[config.mk]
export PLATFORM = sky130hd
export DESIGN_NAME = fft_peak_detect_flat
export DESIGN_NICKNAME = d
export VERILOG_FILES = /design/src/rtl/fft_peak_detect_if.sv /design/src/rtl/fft_peak_detect.sv /design/src/flat_wrapper.sv
export SDC_FILE = /design/constraint.sdc
export NUM_CORES = 2
export LEC_CHECK = 0
export CAP_MARGIN = 0
export CORE_MARGIN = 2
export CORE_UTILIZATION = 40
export CTS_CLUSTER_SIZE = 10
export DETAILED_ROUTE_END_ITERATION = 6
export REMOVE_ABC_BUFFERS = 1
export SYNTH_ARGS = -nofsm -noshare
export SYNTH_HDL_FRONTEND = slang
export SYNTH_SLANG_ARGS = --single-unit
[constraint.sdc]
create_clock -name clk -period 5.6 [get_ports clk]
set_input_delay 1.4 -clock clk [delete_from_list [all_inputs] [get_ports clk]]
set_output_delay 1.4 -clock clk [all_outputs]
set_load 0.03 [all_outputs]
[src/rtl/fft_peak_detect_if.sv]
// Bundles the FFT output stream and the peak report for fft_peak_detect.
// The bench drives through master; the detector uses slave.
interface fft_peak_detect_if #(
   parameter int width = 16,
   parameter int N_2   = 5
);
   logic                 frame_start;
   logic                 in_valid;
   logic [2*width-1:0]   in_data;
   logic [N_2-2:0]       peak_idx;
   logic [2*width-1:0]   peak_mag;
   logic                 result_valid;
   logic                 busy;

   modport master (
      output frame_start, in_valid, in_data,
      input  peak_idx, peak_mag, result_valid, busy
   );

   modport slave (
      input  frame_start, in_valid, in_data,
      output peak_idx, peak_mag, result_valid, busy
   );
endinterface

[src/rtl/fft_peak_detect.sv]
// Finds the max-power bin in the lower half of each FFT frame and reports it once per frame.
// Define FFT_PEAK_DC_SKIP_EN to exclude bin 0 (DC) from the search.
//
// state   | meaning
// COLLECT | bins 0..N/2-1 arriving; samples enter the power pipeline
// DISCARD | bins N/2..N-1 arriving; samples counted and dropped
module fft_peak_detect #(
   parameter int width = 16,
   parameter int N_2   = 5
) (
   input  logic              clk,
   input  logic              reset,
   fft_peak_detect_if.slave  bus
);
   localparam int N = 2**N_2;
   localparam logic [N_2-1:0] LAST_LO = N_2'(N/2 - 1);
   localparam logic [N_2-1:0] LAST_HI = N_2'(N - 1);

   typedef enum logic {COLLECT, DISCARD} state_t;

   state_t                   state, state_eff, state_nxt;
   logic [N_2-1:0]           bin_cnt, cnt_eff, cnt_nxt;
   logic                     take;

   logic signed [width-1:0]  in_re, in_im;
   logic signed [2*width-1:0] re_x, im_x, re2, im2;

   logic                     s1_vld, s1_last;
   logic signed [2*width-1:0] s1_re2, s1_im2;
   logic [N_2-2:0]           s1_idx;

   logic [2*width-1:0]       sum, run_max, max_nxt;
   logic [N_2-2:0]           run_idx, idx_nxt;
   logic                     consider, first, upd;

   logic [N_2-2:0]           peak_idx_r;
   logic [2*width-1:0]       peak_mag_r;
   logic                     result_valid_r, busy_r;

   assign in_re = bus.in_data[2*width-1:width];
   assign in_im = bus.in_data[width-1:0];
   assign re_x  = {{width{in_re[width-1]}}, in_re};
   assign im_x  = {{width{in_im[width-1]}}, in_im};
   // Squares of width-bit values always fit in 2*width bits.
   assign re2   = re_x * re_x;
   assign im2   = im_x * im_x;

   // A frame_start cycle behaves as if the counter were already at bin 0.
   always_comb begin
      cnt_eff   = bus.frame_start ? '0 : bin_cnt;
      state_eff = bus.frame_start ? COLLECT : state;
      state_nxt = state_eff;
      cnt_nxt   = cnt_eff;
      take      = 1'b0;
      if (bus.in_valid) begin
         cnt_nxt = cnt_eff + 1'b1;
         case (state_eff)
            COLLECT: begin
               take = 1'b1;
               if (cnt_eff == LAST_LO) state_nxt = DISCARD;
            end
            DISCARD: begin
               if (cnt_eff == LAST_HI) state_nxt = COLLECT;
            end
            default: state_nxt = COLLECT;
         endcase
      end
   end

   always_comb begin
      sum = s1_re2 + s1_im2;
`ifdef FFT_PEAK_DC_SKIP_EN
      consider = s1_vld && (s1_idx != '0);
      first    = (s1_idx == (N_2-1)'(1));
`else
      consider = s1_vld;
      first    = (s1_idx == '0);
`endif
      upd     = consider && (first || (sum > run_max));
      max_nxt = upd ? sum    : run_max;
      idx_nxt = upd ? s1_idx : run_idx;
   end

   always_ff @(posedge clk or negedge reset) begin
      if (!reset) begin
         state          <= COLLECT;
         bin_cnt        <= '0;
         s1_vld         <= 1'b0;
         s1_last        <= 1'b0;
         s1_re2         <= '0;
         s1_im2         <= '0;
         s1_idx         <= '0;
         run_max        <= '0;
         run_idx        <= '0;
         peak_idx_r     <= '0;
         peak_mag_r     <= '0;
         result_valid_r <= 1'b0;
         busy_r         <= 1'b0;
      end else begin
         state          <= state_nxt;
         bin_cnt        <= cnt_nxt;
         s1_vld         <= take;
         result_valid_r <= 1'b0;
         if (take) begin
            s1_re2  <= re2;
            s1_im2  <= im2;
            s1_idx  <= cnt_eff[N_2-2:0];
            s1_last <= (cnt_eff == LAST_LO);
         end
         if (bus.frame_start) begin
            run_max <= '0;
            run_idx <= '0;
            busy_r  <= take;
         end else begin
            run_max <= max_nxt;
            run_idx <= idx_nxt;
            if (s1_vld && s1_last) begin
               peak_idx_r     <= idx_nxt;
               peak_mag_r     <= max_nxt;
               result_valid_r <= 1'b1;
               busy_r         <= 1'b0;
            end
            if (take && cnt_eff == '0) busy_r <= 1'b1;
         end
      end
   end

   assign bus.peak_idx     = peak_idx_r;
   assign bus.peak_mag     = peak_mag_r;
   assign bus.result_valid = result_valid_r;
   assign bus.busy         = busy_r;
endmodule

[src/flat_wrapper.sv]
// flat-port wrapper written by rule: the top's interface ports become plain ports
module fft_peak_detect_flat 
#(
   parameter int width = 16,
   parameter int N_2   = 5
)
  (clk, reset, bus_frame_start, bus_in_valid, bus_in_data, bus_peak_idx, bus_peak_mag, bus_result_valid, bus_busy);
  fft_peak_detect_if #(.width(width), .N_2(N_2)) bus_i ();
  input  logic clk;
  input  logic reset;
  input wire logic [$bits(bus_i.frame_start)-1:0] bus_frame_start;
  input wire logic [$bits(bus_i.in_valid)-1:0] bus_in_valid;
  input wire logic [$bits(bus_i.in_data)-1:0] bus_in_data;
  output wire logic [$bits(bus_i.peak_idx)-1:0] bus_peak_idx;
  output wire logic [$bits(bus_i.peak_mag)-1:0] bus_peak_mag;
  output wire logic [$bits(bus_i.result_valid)-1:0] bus_result_valid;
  output wire logic [$bits(bus_i.busy)-1:0] bus_busy;
  assign bus_i.frame_start = bus_frame_start;
  assign bus_i.in_valid = bus_in_valid;
  assign bus_i.in_data = bus_in_data;
  assign bus_peak_idx = bus_i.peak_idx;
  assign bus_peak_mag = bus_i.peak_mag;
  assign bus_result_valid = bus_i.result_valid;
  assign bus_busy = bus_i.busy;
  fft_peak_detect #(.width(width), .N_2(N_2)) u_core (.clk(clk), .reset(reset), .bus(bus_i));
endmodule
==> impl_metrics.env <==
export IMPL_yosysWarnings=0
export IMPL_antenna_cells=0
export IMPL_maxCapViolCount=0
export IMPL_drt_antenna_violating_nets=0
export IMPL_grt_max_degree=81
export IMPL_fin_nets=4042
export IMPL_max_slew_margin_rel_pct=51.4
export IMPL_fmax_mhz=150
export IMPL_die_y_um=255
export IMPL_ys_ff_latch=148
export IMPL_worstPathArrival_ps=6960
export IMPL_first_iter_violations=786
export IMPL_status="finished with violations"
export IMPL_cts_root_buffer="clkbuf_16"
export IMPL_finClkSkew_ps=9.07
export IMPL_rows=92
export IMPL_worstPathMaxFanout=4
export IMPL_setup_viol=44
export IMPL_hp_class="flop to flop"
export IMPL_avgRoutedWirePerCell_um=15.3
export IMPL_seq_area_mm2=0.00370
export IMPL_start_util_pct=40.3
export IMPL_cts_buffers=17
export IMPL_synthTopCellsByCount="inv_1 (670), fa_1 (469), nand2_1 (296), ha_1 (243), dfrtp_1 (148)"
export IMPL_crit_type="primary input to flop"
export IMPL_multi_input_area_mm2=0.0204
export IMPL_coreArea_mm2=0.0627
export IMPL_portBuffers=73
export IMPL_antenna_found_initial=1
export IMPL_die_width_um=255
export IMPL_synth_edf_count=0
export IMPL_grt_pass1_vias=22300
export IMPL_fill_cells=5461
export IMPL_holdWs_ps=476
export IMPL_tns_ps=-29280
export IMPL_die_area_mm2=0.0652
export IMPL_clk_path_buf_depth=2
export IMPL_rsz0062_at_grt="yes"
export IMPL_worstSetupStartpointType="primary input"
export IMPL_htreeDepth=4
export IMPL_synth_top_area_share_pct=37.1
export IMPL_syn_inst=2729
export IMPL_slew_viol_final=0
export IMPL_violations="setup timing"
export IMPL_grt_pass1_wl_um=107000
export IMPL_viasPerCell=4.85
export IMPL_synth_cell_types=67
export IMPL_required_ps=5890
export IMPL_async_flop_share_pct=100
export IMPL_drive_above_1_share_pct=30.3
export IMPL_seq_area_frac_synth_pct=14.6
export IMPL_period_needed_ps=6670
export IMPL_yosys_cell_count_top_type="inv_1"
export IMPL_dp_hpwl_um=50200
export IMPL_worst_slew_pin_slew_ps=728
export IMPL_clk_pin_slew_worst_paths_ps=60
export IMPL_firstDrtPassIters=6
export IMPL_gp_congestion=0.888
export IMPL_clk_latency_ps=440
export IMPL_finalWorstSetupSlack_ps=-1070
export IMPL_utilization_pct=54.0
export IMPL_cp_end_kind="flop"
export IMPL_syn_area_mm2=0.0253
export IMPL_cts_hold_fix_buffers=0
export IMPL_finalCritPeriodShare_pct=119
export IMPL_hold_viol_final=0
export IMPL_synthTopCellsByArea="fa_1 (37%), dfrtp_1 (15%), ha_1 (12%)"
export IMPL_synth_top_cell_by_area="fa_1"
export IMPL_dr_total_vias=20100
export IMPL_overflow=0
export IMPL_ios=74
export IMPL_ys_flop_type="dfrtp_1"
export IMPL_syn_to_final_growth_pct=34.0
export IMPL_dp_slack_ps=-2260
export IMPL_syn_area_per_cell_um2=9.27
export IMPL_drc=0
export IMPL_numClockSinks=148
export IMPL_cts_tree="done"
export IMPL_grt_use_total_pct=20.0
export IMPL_drt_total_wl_um=63400
[layout make-up]
| class | instances | area share, % |
|---|---|---|
| clock inverters | 15 | 0.436 |
| flip-flops and latches | 148 | 10.9 |
| clock buffers | 17 | 1.26 |
| well taps | 846 | 3.12 |
| multi-input cells | 1830 | 60.3 |
| repair buffers | 625 | 16.5 |
| inverters | 672 | 7.51 |
[per-layer routing]
layer	GRT usage [%]	vias to the layer above	part of all wire [%]
li1	-	9469	-
met1	26.3	10200	43
met2	35.5	326	51
met3	2.30	90	3.4
met4	4.08	0	2.0
met5	0	-	0
[path summary, 6_finish.rpt]
kind	depth (start not counted)	from	slack, ps	endpoint
hold / removal	2	u_core.bus.peak_mag[5]$_DFFE_PN0P_	480	u_core.bus.peak_mag[5]$_DFFE_PN0P_
hold reg to reg	2	u_core.bus.peak_mag[5]$_DFFE_PN0P_	480	u_core.bus.peak_mag[5]$_DFFE_PN0P_
setup reg to reg	19	u_core.s1_re2[14]$_DFFE_PN0P_	380	u_core.bus.peak_mag[24]$_DFFE_PN0P_
max in group asynchronous	2	reset	3590	u_core.run_max[25]$_DFF_PN0_
min in group asynchronous	1	reset	980	u_core.bus.peak_idx[1]$_DFFE_PN0P_
setup / recovery	24	bus_in_data[18]	-1070	u_core.s1_re2[29]$_DFFE_PN0P_
[state kept, by name, summed over array words and instances (netlist names)]
| register | count |
|---|---|
| u_core.consider | 1 |
| u_core.bus.peak_mag | 32 |
| u_core.s1_im2 | 31 |
| u_core.run_max | 32 |
| u_core.s1_last | 1 |
| u_core.bus.result_valid | 1 |
| u_core.bus.busy | 1 |
| u_core.state | 1 |
| u_core.bus.peak_idx | 4 |
| u_core.s1_re2 | 31 |
| u_core.run_idx | 4 |
| u_core.s1_idx | 4 |
| u_core.bin_cnt | 5 |
[logic make-up after synthesis]
kind of cell	count (synthesis)	share of synthesized area (%)
and+or+nand+nor	619	11.0
xor gates and xnor gates	119	4.12
AOI/OAI and AO/OA	342	8.27
muxes	38	1.52
DFF	148	14.6
adders and majority gates	712	49.2
buffers and inverters	751	11.3
[cells in the final DEF, fill, tap and decap left out, types with 17 or more instances in the layout]
| master | instances |
|---|---|
| fa_2 | 35 |
| nor2_1 | 110 |
| inv_1 | 590 |
| buf_8 | 21 |
| xnor2_1 | 58 |
| and2_1 | 46 |
| nand2_4 | 28 |
| o21ai_0 | 77 |
| buf_6 | 103 |
| xor2_1 | 45 |
| ha_4 | 34 |
| ha_1 | 203 |
| o21ai_1 | 41 |
| nand2_1 | 248 |
| clkbuf_16 | 17 |
| dfrtp_1 | 148 |
| inv_2 | 74 |
| mux2i_1 | 35 |
| a21oi_1 | 43 |
| and2_4 | 31 |
| a21oi_2 | 27 |
| nand4_1 | 17 |
| fa_1 | 434 |
| clkdlybuf4s50_1 | 39 |
| a21o_1 | 41 |
| buf_4 | 427 |
| nand2b_1 | 18 |
| nand2_2 | 20 |
[repair_timing]
action                                  in CTS  in global routing
pin swaps                                  263                188
setup buffers                              113                 42
resized for setup                          572                209
endpoints found under the setup margin      48                 52
gates cloned                                 8                  0
[worst max-delay path, stage by stage]
cell and delay, ps:
buf_2 150, buf_4 150, buf_4 150, and2_1 150, ha_1 320, xor2_2 200
fa_2 400, fa_2 580, inv_1 70, fa_2 460, fa_1 480, inv_1 50
fa_1 480, inv_1 70, ha_4 290, buf_4 120, and3_4 190, nand2_2 40
a2111o_1 400, a21boi_2 220, o41a_1 240, a31oi_1 120, xor2_1 140, o21ai_1 80
[per-stage QoR]
stage               area (µm²)  instances
global placement         29900       3979
floorplan                25000       2650
finish                   33900       4153
global route             33900       4153
detailed placement       29900       3979
CTS                      32900       4120
Power is not shown: default switching activity piles up to over one toggle a cycle in this logic, so the estimate is an artifact.
